`config.mk`:
```
export PLATFORM = sky130hd
export DESIGN_NAME = triangle_feeder
export DESIGN_NICKNAME = d
export VERILOG_FILES = /design/src/rtl/triangle_feeder.sv
export SDC_FILE = /design/constraint.sdc
export NUM_CORES = 1
export LEC_CHECK = 0
export ABC_AREA = 0
export CORE_ASPECT_RATIO = 0.7
export CORE_UTILIZATION = 58
export DETAILED_ROUTE_END_ITERATION = 12
export PLACE_DENSITY = 0.86
export SETUP_SLACK_MARGIN = 0.4
export SYNTH_ARGS = -nofsm -noshare
export SYNTH_HDL_FRONTEND = slang
export SYNTH_SLANG_ARGS = --single-unit
```
`constraint.sdc`:
```
create_clock -name clock -period 3.7 [get_ports clock]
set_input_delay 0.74 -clock clock [delete_from_list [all_inputs] [get_ports clock]]
set_output_delay 0.74 -clock clock [all_outputs]
set_load 0.005 [all_outputs]
```
`src/rtl/triangle_feeder.sv`:
```
// triangle_feeder
//   Assembles a serial stream of 32-bit words into 15-word triangle records
//   (x1 y1 z1 rgb1 x2 y2 z2 rgb2 x3 y3 z3 rgb3 nx ny nz) and presents each
//   record on a parallel valid/stall interface. An assembly buffer and an
//   output register let the next triangle fill while the current one is
//   held by a stalled downstream stage.
//
// Ports
//   clock           single clock, all state on posedge
//   reset           asynchronous, active-low
//   word_in         stream word
//   word_valid      word_in is valid
//   word_last       word_in is the final word of the final triangle
//   word_ready      feeder accepts word_in this cycle
//   flush           discard partial assembly, clear done/err/count
//   v_out           triangle record, index = word order
//   color_out1..3   bits [23:0] of words 3 / 7 / 11
//   out_data_valid  v_out / color_out hold a valid record
//   stall_in        downstream busy, record not taken this cycle
//   done_out        last-tagged triangle has been transferred (sticky)
//   err_out         word_last seen on a word other than the final one (sticky)
//   tri_count       triangles transferred since reset/flush
module triangle_feeder #(
    parameter int CNT_W     = 16,
    parameter int NUM_WORDS = 15
) (
    input  logic                        clock,
    input  logic                        reset,
    input  logic [31:0]                 word_in,
    input  logic                        word_valid,
    input  logic                        word_last,
    output logic                        word_ready,
    input  logic                        flush,
    output logic [NUM_WORDS-1:0][31:0]  v_out,
    output logic [23:0]                 color_out1,
    output logic [23:0]                 color_out2,
    output logic [23:0]                 color_out3,
    output logic                        out_data_valid,
    input  logic                        stall_in,
    output logic                        done_out,
    output logic                        err_out,
    output logic [CNT_W-1:0]            tri_count
);

    localparam int                IDX_W    = $clog2(NUM_WORDS);
    localparam logic [IDX_W-1:0]  LAST_IDX = IDX_W'(NUM_WORDS - 1);

    // IDLE exists only so word_ready stays low for the first clock after reset
    typedef enum logic [1:0] {
        S_IDLE,
        S_FILL,
        S_FULL
    } state_t;

    state_t                       state;
    state_t                       state_next;
    logic [IDX_W-1:0]             idx;
    logic [NUM_WORDS-1:0][31:0]   asm_buf;
    logic                         asm_last;
    logic                         out_last;
    logic [NUM_WORDS-1:0][31:0]   direct_rec;

    logic accept;
    logic at_last;
    logic transfer;
    logic out_free;
    logic direct_move;
    logic full_move;

    // flush drops any word offered in the same cycle
    assign accept      = word_valid && (state == S_FILL) && !flush;
    assign at_last     = (idx == LAST_IDX);
    assign transfer    = out_data_valid && !stall_in;
    assign out_free    = !out_data_valid || transfer;
    // final word goes straight to the output register when it is free,
    // otherwise the record parks in the assembly buffer (FULL)
    assign direct_move = accept && at_last && out_free;
    assign full_move   = (state == S_FULL) && out_free && !flush;

    assign color_out1 = v_out[3][23:0];
    assign color_out2 = v_out[7][23:0];
    assign color_out3 = v_out[11][23:0];

    // Record seen by a direct move: buffered words plus the word on the bus
    always_comb begin
        direct_rec                = asm_buf;
        direct_rec[NUM_WORDS-1]   = word_in;
    end

    // Assembly FSM state register
    always_ff @(posedge clock or negedge reset) begin
        if (!reset) begin
            state <= S_IDLE;
        end else begin
            state <= state_next;
        end
    end

    // Assembly FSM next state and ready
    always_comb begin
        state_next = state;
        word_ready = 1'b0;
        case (state)
            S_IDLE: begin
                state_next = S_FILL;
            end
            S_FILL: begin
                word_ready = 1'b1;
                if (accept && at_last && !word_last && !out_free) begin
                    state_next = S_FULL;
                end else if (accept && at_last && word_last && !out_free) begin
                    state_next = S_FULL;
                end
            end
            S_FULL: begin
                if (flush || out_free) begin
                    state_next = S_FILL;
                end
            end
            default: begin
                state_next = S_IDLE;
            end
        endcase
    end

    // Word index and assembly buffer
    always_ff @(posedge clock or negedge reset) begin
        if (!reset) begin
            idx      <= '0;
            asm_buf  <= '0;
            asm_last <= 1'b0;
        end else begin
            if (flush) begin
                idx <= '0;
            end else if (accept) begin
                // a misplaced word_last discards the partial record
                if (at_last || word_last) begin
                    idx <= '0;
                end else begin
                    idx <= idx + IDX_W'(1);
                end
            end
            if (accept) begin
                asm_buf[idx] <= word_in;
            end
            if (accept && at_last) begin
                asm_last <= word_last;
            end
        end
    end

    // Output register; a move in the same cycle as a transfer keeps valid high
    always_ff @(posedge clock or negedge reset) begin
        if (!reset) begin
            v_out          <= '0;
            out_last       <= 1'b0;
            out_data_valid <= 1'b0;
        end else begin
            if (direct_move) begin
                v_out          <= direct_rec;
                out_last       <= word_last;
                out_data_valid <= 1'b1;
            end else if (full_move) begin
                v_out          <= asm_buf;
                out_last       <= asm_last;
                out_data_valid <= 1'b1;
            end else if (transfer) begin
                out_data_valid <= 1'b0;
            end
        end
    end

    // Status flags and transfer counter; flush takes priority
    always_ff @(posedge clock or negedge reset) begin
        if (!reset) begin
            tri_count <= '0;
            done_out  <= 1'b0;
            err_out   <= 1'b0;
        end else if (flush) begin
            tri_count <= '0;
            done_out  <= 1'b0;
            err_out   <= 1'b0;
        end else begin
            if (transfer) begin
                tri_count <= tri_count + CNT_W'(1);
            end
            if (transfer && out_last) begin
                done_out <= 1'b1;
            end
            if (accept && word_last && !at_last) begin
                err_out <= 1'b1;
            end
        end
    end

endmodule
```
==> results of run 1 <==
[routing by layer]
metal / GRT usage (%) / routed length (um) / up-vias
met4: 10.90 / 3308 / 0
met3: 6.657 / 5617 / 192
met5: 0 / 0 / -
li1: - / - / 9372
met2: 49.68 / 48400 / 709
met1: 37.45 / 38460 / 11617
[sequential cells by signal (all words and copies together), names as in the netlist]
name            flops
asm_buf           480
asm_last            1
color_out1         24
color_out2         24
color_out3         24
done_out            1
err_out             1
idx                 4
out_data_valid      1
out_last            1
state               2
tri_count          16
v_out             408
[placed cells by master (no fill, tap or decap), drive strengths merged, types with 8 or more instances in the layout]
cell type | netlist | layout
a2bb2oi | 33 | 33
buf | 172 | 57
clkbuf | 46 | 125
clkdlybuf4s50 | 0 | 608
clkinv | 0 | 21
dfrtp | 987 | 987
inv | 5 | 8
mux2 | 898 | 898
nand2 | 122 | 122
nand3 | 9 | 9
nor2 | 19 | 19
o22ai | 33 | 33
[cell type report]
| class | count | area share, % |
|---|---|---|
| Sequential cell | 987 | 52.21 |
| Multi-Input combinational cell | 1178 | 24.87 |
| Timing Repair Buffer | 665 | 14.37 |
| Clock buffer | 125 | 5.351 |
| Tap cell | 869 | 2.299 |
| Clock inverter | 31 | 0.8570 |
| Inverter | 5 | 0.03968 |
| Antenna cell | 1 | 0.005290 |
[metrics by stage]
| step | setup slack (ps) | hold WS (ps) | std cells |
|---|---|---|---|
| 4_1_cts | 1023 | 216.0 | 3860 |
| 3_5_place_dp | 573.8 | 464.1 | 3704 |
| 6_report | 1060 | 191.9 | 3861 |
| 2_1_floorplan | 1618 | 444.4 | 2388 |
| 5_1_grt | 947.4 | 240.2 | 3860 |
| 3_3_place_gp | 615.6 | 459.3 | 3704 |
[kinds of logic (layout without fill, tap and decap cells)]
family	after synthesis	in the layout	synth area share, %
xor gates and xnor gates	12	12	0.2792
and+or+nand+nor	180	180	2.207
adders and majority gates	5	5	0.1662
muxes	899	899	26.89
AOI/OAI and AO/OA	82	82	1.582
other	0	1	0
buffers and inverters	223	826	3.270
DFF	987	987	65.61
[path summary, 6_finish.rpt]
kind / start / end / slack, ps / depth (start not counted)
max: idx[0] / v_out[77] / 1060 / 8
min: reset / asm_buf[383] / 190 / 1
max reg2reg: idx[0] / v_out[77] / 1060 / 8
min reg2reg: asm_buf[273] / v_out[273] / 470 / 1
max in group asynchronous: reset / v_out[26] / 2470 / 2
min in group clock: asm_buf[273] / v_out[273] / 470 / 1
[worst max-delay path: stages, from the launching register on]
cell	delay, ps
dfrtp_1	460
inv_1	120
ha_1	300
nand3_1	180
nor2_4	60
o21ai_4	250
buf_12	310
buf_4	370
mux2_1	400
[where the power goes]
part	internal, mW	switching, mW	leakage (nW)
clock	5.28	4.04	1.45
sequential	11.0	0.123	13.6
combinational	0.257	0.443	8.72
total	16.6	4.60	23.8
==> impl_metrics.env, run 1 <==
export IMPL_vias_per_cell=5.670
export IMPL_syn_nets=2431
export IMPL_yosysUniqueCellTypes=41
export IMPL_synthTopCellsByArea="dfrtp_1 66%, mux2_2 15%, mux2_1 11%"
export IMPL_n_fill_cell=3727
export IMPL_vdd_drop_max_mv=0.3555
export IMPL_utilization_pct=74.28
export IMPL_cp_arrival_ps=3150
export IMPL_synth_edff_count=0
export IMPL_seq_area_sq_mm=0.02470
export IMPL_synth_seq_cells=987
export IMPL_leakage_nw=23.82
export IMPL_fin_skew_ps=18.05
export IMPL_cts_tree="yes"
export IMPL_clk_latency_ps=640
export IMPL_routed_wl_um=95780
export IMPL_hold_buffers=0
export IMPL_hold_violations=0
export IMPL_overflow=0
export IMPL_outcome="finished, final reports clean"
export IMPL_synthArstFlopShare_pct=100.0
export IMPL_synth_top_area_share_pct=65.61
export IMPL_dieArea_sq_mm=0.06595
export IMPL_cts_sinks=987
export IMPL_hpwl_um=62080
export IMPL_vias=21890
export IMPL_slew_violations=0
export IMPL_drc=0
export IMPL_grt_antenna_before_repair=1
export IMPL_multi_input_area_sq_mm=0.01176
export IMPL_grt_pass1_vias=23764
export IMPL_ys_warnings_count=0
export IMPL_initial_core_util_pct=59.12
export IMPL_synth_area_sq_mm=0.03765
export IMPL_ys_seq_area_share_pct=65.61
export IMPL_die_x_um=306.5
export IMPL_port_buffers=609
export IMPL_post_cts_setup_buffer_count=0
export IMPL_htreeDepth=3
export IMPL_syn_inst=2388
export IMPL_ys_flop_type="dfrtp_1"
export IMPL_dpl_cell_area_sq_mm=0.04437
export IMPL_grtUsageTotal_pct=29.46
export IMPL_fin_crit_sh_pct=71.36
export IMPL_drive_gt1_share_pct=24.64
export IMPL_rows=77
export IMPL_worstPathMaxFanout=51
export IMPL_pin_count=610
export IMPL_powerDensity_mw_per_mm2=447.3
export IMPL_power_total_mw=21.16
export IMPL_cp_end_kind="flop"
export IMPL_syn_to_final_growth_pct=25.65
export IMPL_max_slew_margin_pct=24.10
export IMPL_min_period_ps=2640
export IMPL_clock_fmax_ghz=0.3788
export IMPL_tightest_slew_ps=1135
export IMPL_first_pass_iters=5
export IMPL_die_y_um=215.2
export IMPL_required_ps=4210
export IMPL_avgSynthCellArea_sq_um=15.76
export IMPL_fin_tns_setup_ps=0
export IMPL_hold_path_class="primary input to async pin"
export IMPL_cts_buffer_depth=3
export IMPL_rsz0062_at_grt="no"
export IMPL_drtAntennaViolNets=0
export IMPL_startpoint_type="flop"
export IMPL_maxCapViolCount=0
export IMPL_layout_nets=2967
export IMPL_clockRootBuffer="clkbuf_16"
export IMPL_place_congestion=0.8270
export IMPL_ys_top_cells_by_count="987 x dfrtp_1, 518 x mux2_2, 380 x mux2_1"
export IMPL_cts_resized_gates=0
export IMPL_stdcell_area_sq_mm=0.04730
export IMPL_grt_max_degree=109
export IMPL_cts_made_buffers=87
export IMPL_synth_most_common_cell="dfrtp_1"
export IMPL_grt_pass1_wl_um=146300
export IMPL_clk_pin_slew_ps=70
export IMPL_wl_per_cell_um=24.81
export IMPL_drtIter0Drc=1226
export IMPL_yosysTopAreaCell="dfrtp_1"
export IMPL_final_setup_viol_count=0
export IMPL_path_class="flop to flop"
export IMPL_core_area_sq_mm=0.06368
Power figures use the tool's default switching activity.
==> run 2: changes to the inputs <==
--- a/config.mk
+++ b/config.mk
@@ -7,9 +7,9 @@
 export LEC_CHECK = 0
 export ABC_AREA = 0
 export CORE_ASPECT_RATIO = 0.7
-export CORE_UTILIZATION = 58
+export CORE_UTILIZATION = 48
 export DETAILED_ROUTE_END_ITERATION = 12
-export PLACE_DENSITY = 0.86
+export PLACE_DENSITY = 0.76
 export SETUP_SLACK_MARGIN = 0.4
 export SYNTH_ARGS = -nofsm -noshare
 export SYNTH_HDL_FRONTEND = slang
==> constraint.sdc (replaced) <==
create_clock -name clock -period 2.28 [get_ports clock]
set_input_delay 0.456 -clock clock [delete_from_list [all_inputs] [get_ports clock]]
set_output_delay 0.456 -clock clock [all_outputs]
set_load 0.005 [all_outputs]
==> impl_metrics.env, run 2 (same netlist as run 1, synthesis figures left out) <==
export IMPL_outcome="finished, final reports clean"
export IMPL_utilization_pct=72.42
export IMPL_r2r_slack_ps=130
export IMPL_worstPathMaxFanout=6
export IMPL_routed_wl_um=123900
export IMPL_cp_end_kind="flop"
export IMPL_powerDensity_mw_per_mm2=640.0
export IMPL_fin_skew_ps=20.04
export IMPL_final_common_cell="dfrtp_1"
export IMPL_rows=85
export IMPL_cp_arrival_ps=2690
export IMPL_drive_gt1_share_pct=45.31
export IMPL_drtAntennaViolNets=0
export IMPL_syn_to_final_growth_pct=48.53
export IMPL_critPathMaxStageDelay_ps=450
export IMPL_pin_count=610
export IMPL_grt_antenna_before_repair=2
export IMPL_wl_per_cell_um=28.01
export IMPL_leakage_nw=38.03
export IMPL_reg_top3="asm_buf (480), v_out (408)"
export IMPL_grt_pass1_vias=24848
export IMPL_port_buffers=609
export IMPL_tightest_slew_ps=854.9
export IMPL_layout_nets=3348
export IMPL_final_setup_viol_count=0
export IMPL_slowest_stage="dfrtp_2"
export IMPL_cts_made_buffers=92
export IMPL_worst_path_buf_inv=5
export IMPL_hpwl_um=65440
export IMPL_htreeDepth=3
export IMPL_clockRootBuffer="clkbuf_16"
export IMPL_slew_violations=0
export IMPL_first_pass_iters=5
export IMPL_top_usage_layer="met2"
export IMPL_cts_buffer_depth=3
export IMPL_setup_slack_ps=125.1
export IMPL_cts_sinks=987
export IMPL_overflow=0
export IMPL_place_congestion=0.8217
export IMPL_hold_path_class="primary input to flop"
export IMPL_crit_top_cell="buf_12"
export IMPL_required_ps=2820
export IMPL_fin_crit_sh_pct=94.51
export IMPL_max_slew_margin_pct=43.01
export IMPL_largest_reg_flops=480
export IMPL_vias=24811
export IMPL_clk_latency_ps=670
export IMPL_path_cells="nand4bb_4 > nor2_4 > o21ai_4 > buf_12 > buf_12 > buf_16 > buf_12 > buf_16 > mux2_4"
export IMPL_vdd_drop_max_mv=0.5520
export IMPL_clock_fmax_ghz=0.4641
export IMPL_use_met2_pct=44.75
export IMPL_final_cell_mix="980 x dfrtp_1, 527 x dlymetal6s2s_1, 466 x mux2_2, 427 x mux2_4, 238 x buf_4"
export IMPL_grtUsageMet3_pct=4.859
export IMPL_dieArea_sq_mm=0.07957
export IMPL_core_area_sq_mm=0.07721
export IMPL_drtIter0Drc=1590
export IMPL_rsz0062_at_grt="yes"
export IMPL_grtUsageTotal_pct=27.37
export IMPL_initial_core_util_pct=48.76
export IMPL_min_period_ps=2155
export IMPL_max_flop_register="asm_buf"
export IMPL_path_class="flop to flop"
export IMPL_n_fill_cell=4349
export IMPL_hold_violations=0
export IMPL_die_x_um=336.7
export IMPL_dp_slack_ps=-335.6
export IMPL_critPathTopFamily="buffers and inverters"
export IMPL_use_met1_pct=37.18
export IMPL_grt_max_degree=67
export IMPL_clk_pin_slew_ps=70
export IMPL_maxCapViolCount=0
export IMPL_grt_pass1_wl_um=163000
export IMPL_startpoint_type="flop"
export IMPL_cts_tree="yes"
export IMPL_die_y_um=236.3
export IMPL_drc=0
export IMPL_vias_per_cell=5.608
run 2: changes by cell type in the layout (fill, tap and decap cells not counted), moves of 47 or more:
cell / delta
clkdlybuf4s50_1: -573
dlymetal6s2s_1: +527
mux2_4: +427
mux2_1: -375
buf_4: +204
buf_12: +58
mux2_2: -52
buf_16: +47
run 2: layout make-up:
type | instances | area, sq um | area share (%)
Antenna cell | 1 | 2.502 | 0.004475
Tap cell | 1044 | 1306 | 2.336
Clock buffer | 129 | 2651 | 4.742
Inverter | 5 | 18.77 | 0.03357
Clock inverter | 39 | 531.8 | 0.9510
Multi-Input combinational cell | 1178 | 13540 | 24.21
Sequential cell | 987 | 24710 | 44.19
Timing Repair Buffer | 1041 | 13160 | 23.53
run 2: timing repair:
action,4_1_cts,5_1_grt
cloned,40,27
setup endpoints to repair,1180,1470
pin swaps,6,9
hold buffers,1,0
resized for setup,336,870
setup buffers,77,140
endpoints found under the hold margin,27,0
run 2: path summary, 6_finish.rpt:
| kind | from | endpoint | cells past startpoint |
|---|---|---|---|
| max | state[1] | v_out[265] | 9 |
| min | flush | err_out | 3 |
| max reg2reg | state[1] | v_out[265] | 9 |
| min reg2reg | asm_buf[453] | asm_buf[453] | 2 |
| max in group asynchronous | reset | idx[2] | 3 |
| min in group asynchronous | reset | v_out[68] | 2 |
run 2: stage by stage:
step                instances  hold slack (ps)  setup TNS (ps)  power (mW)  area (sq um)
CTS                      4256            432.5               0       35.72         51630
floorplan                2388            160.4               0       18.77         37670
detailed placement       3970            464.7         -207190       19.64         45570
finish                   4424            392.0               0       35.78         55910
global route             4423            342.4               0       36.75         55910
global placement         3970            458.8         -204530       19.54         45570
run 2: worst reg2reg max path, cell delays in order, from the launching register on:
cell and delay (ps):
dfrtp_2 450, nand4bb_4 250, nor2_4 180, o21ai_4 90, buf_12 150, buf_12 150, buf_16 150, buf_12 160
buf_16 140, mux2_4 310
run 2: power by group:
group | internal [mW] | switching (mW) | leakage, nW | total (mW)
combinational | 0.505 | 0.794 | 22.8 | 1.30
clock | 9.33 | 7.04 | 1.58 | 16.4
sequential | 17.9 | 0.226 | 13.6 | 18.1
total | 27.7 | 8.06 | 38.0 | 35.8
run 2: routing by layer:
layer	part of all wire [%]	routed length [um]
met1	41	50610
met2	48	59890
met3	6.7	8285
met4	4.1	5141
met5	0.010	13
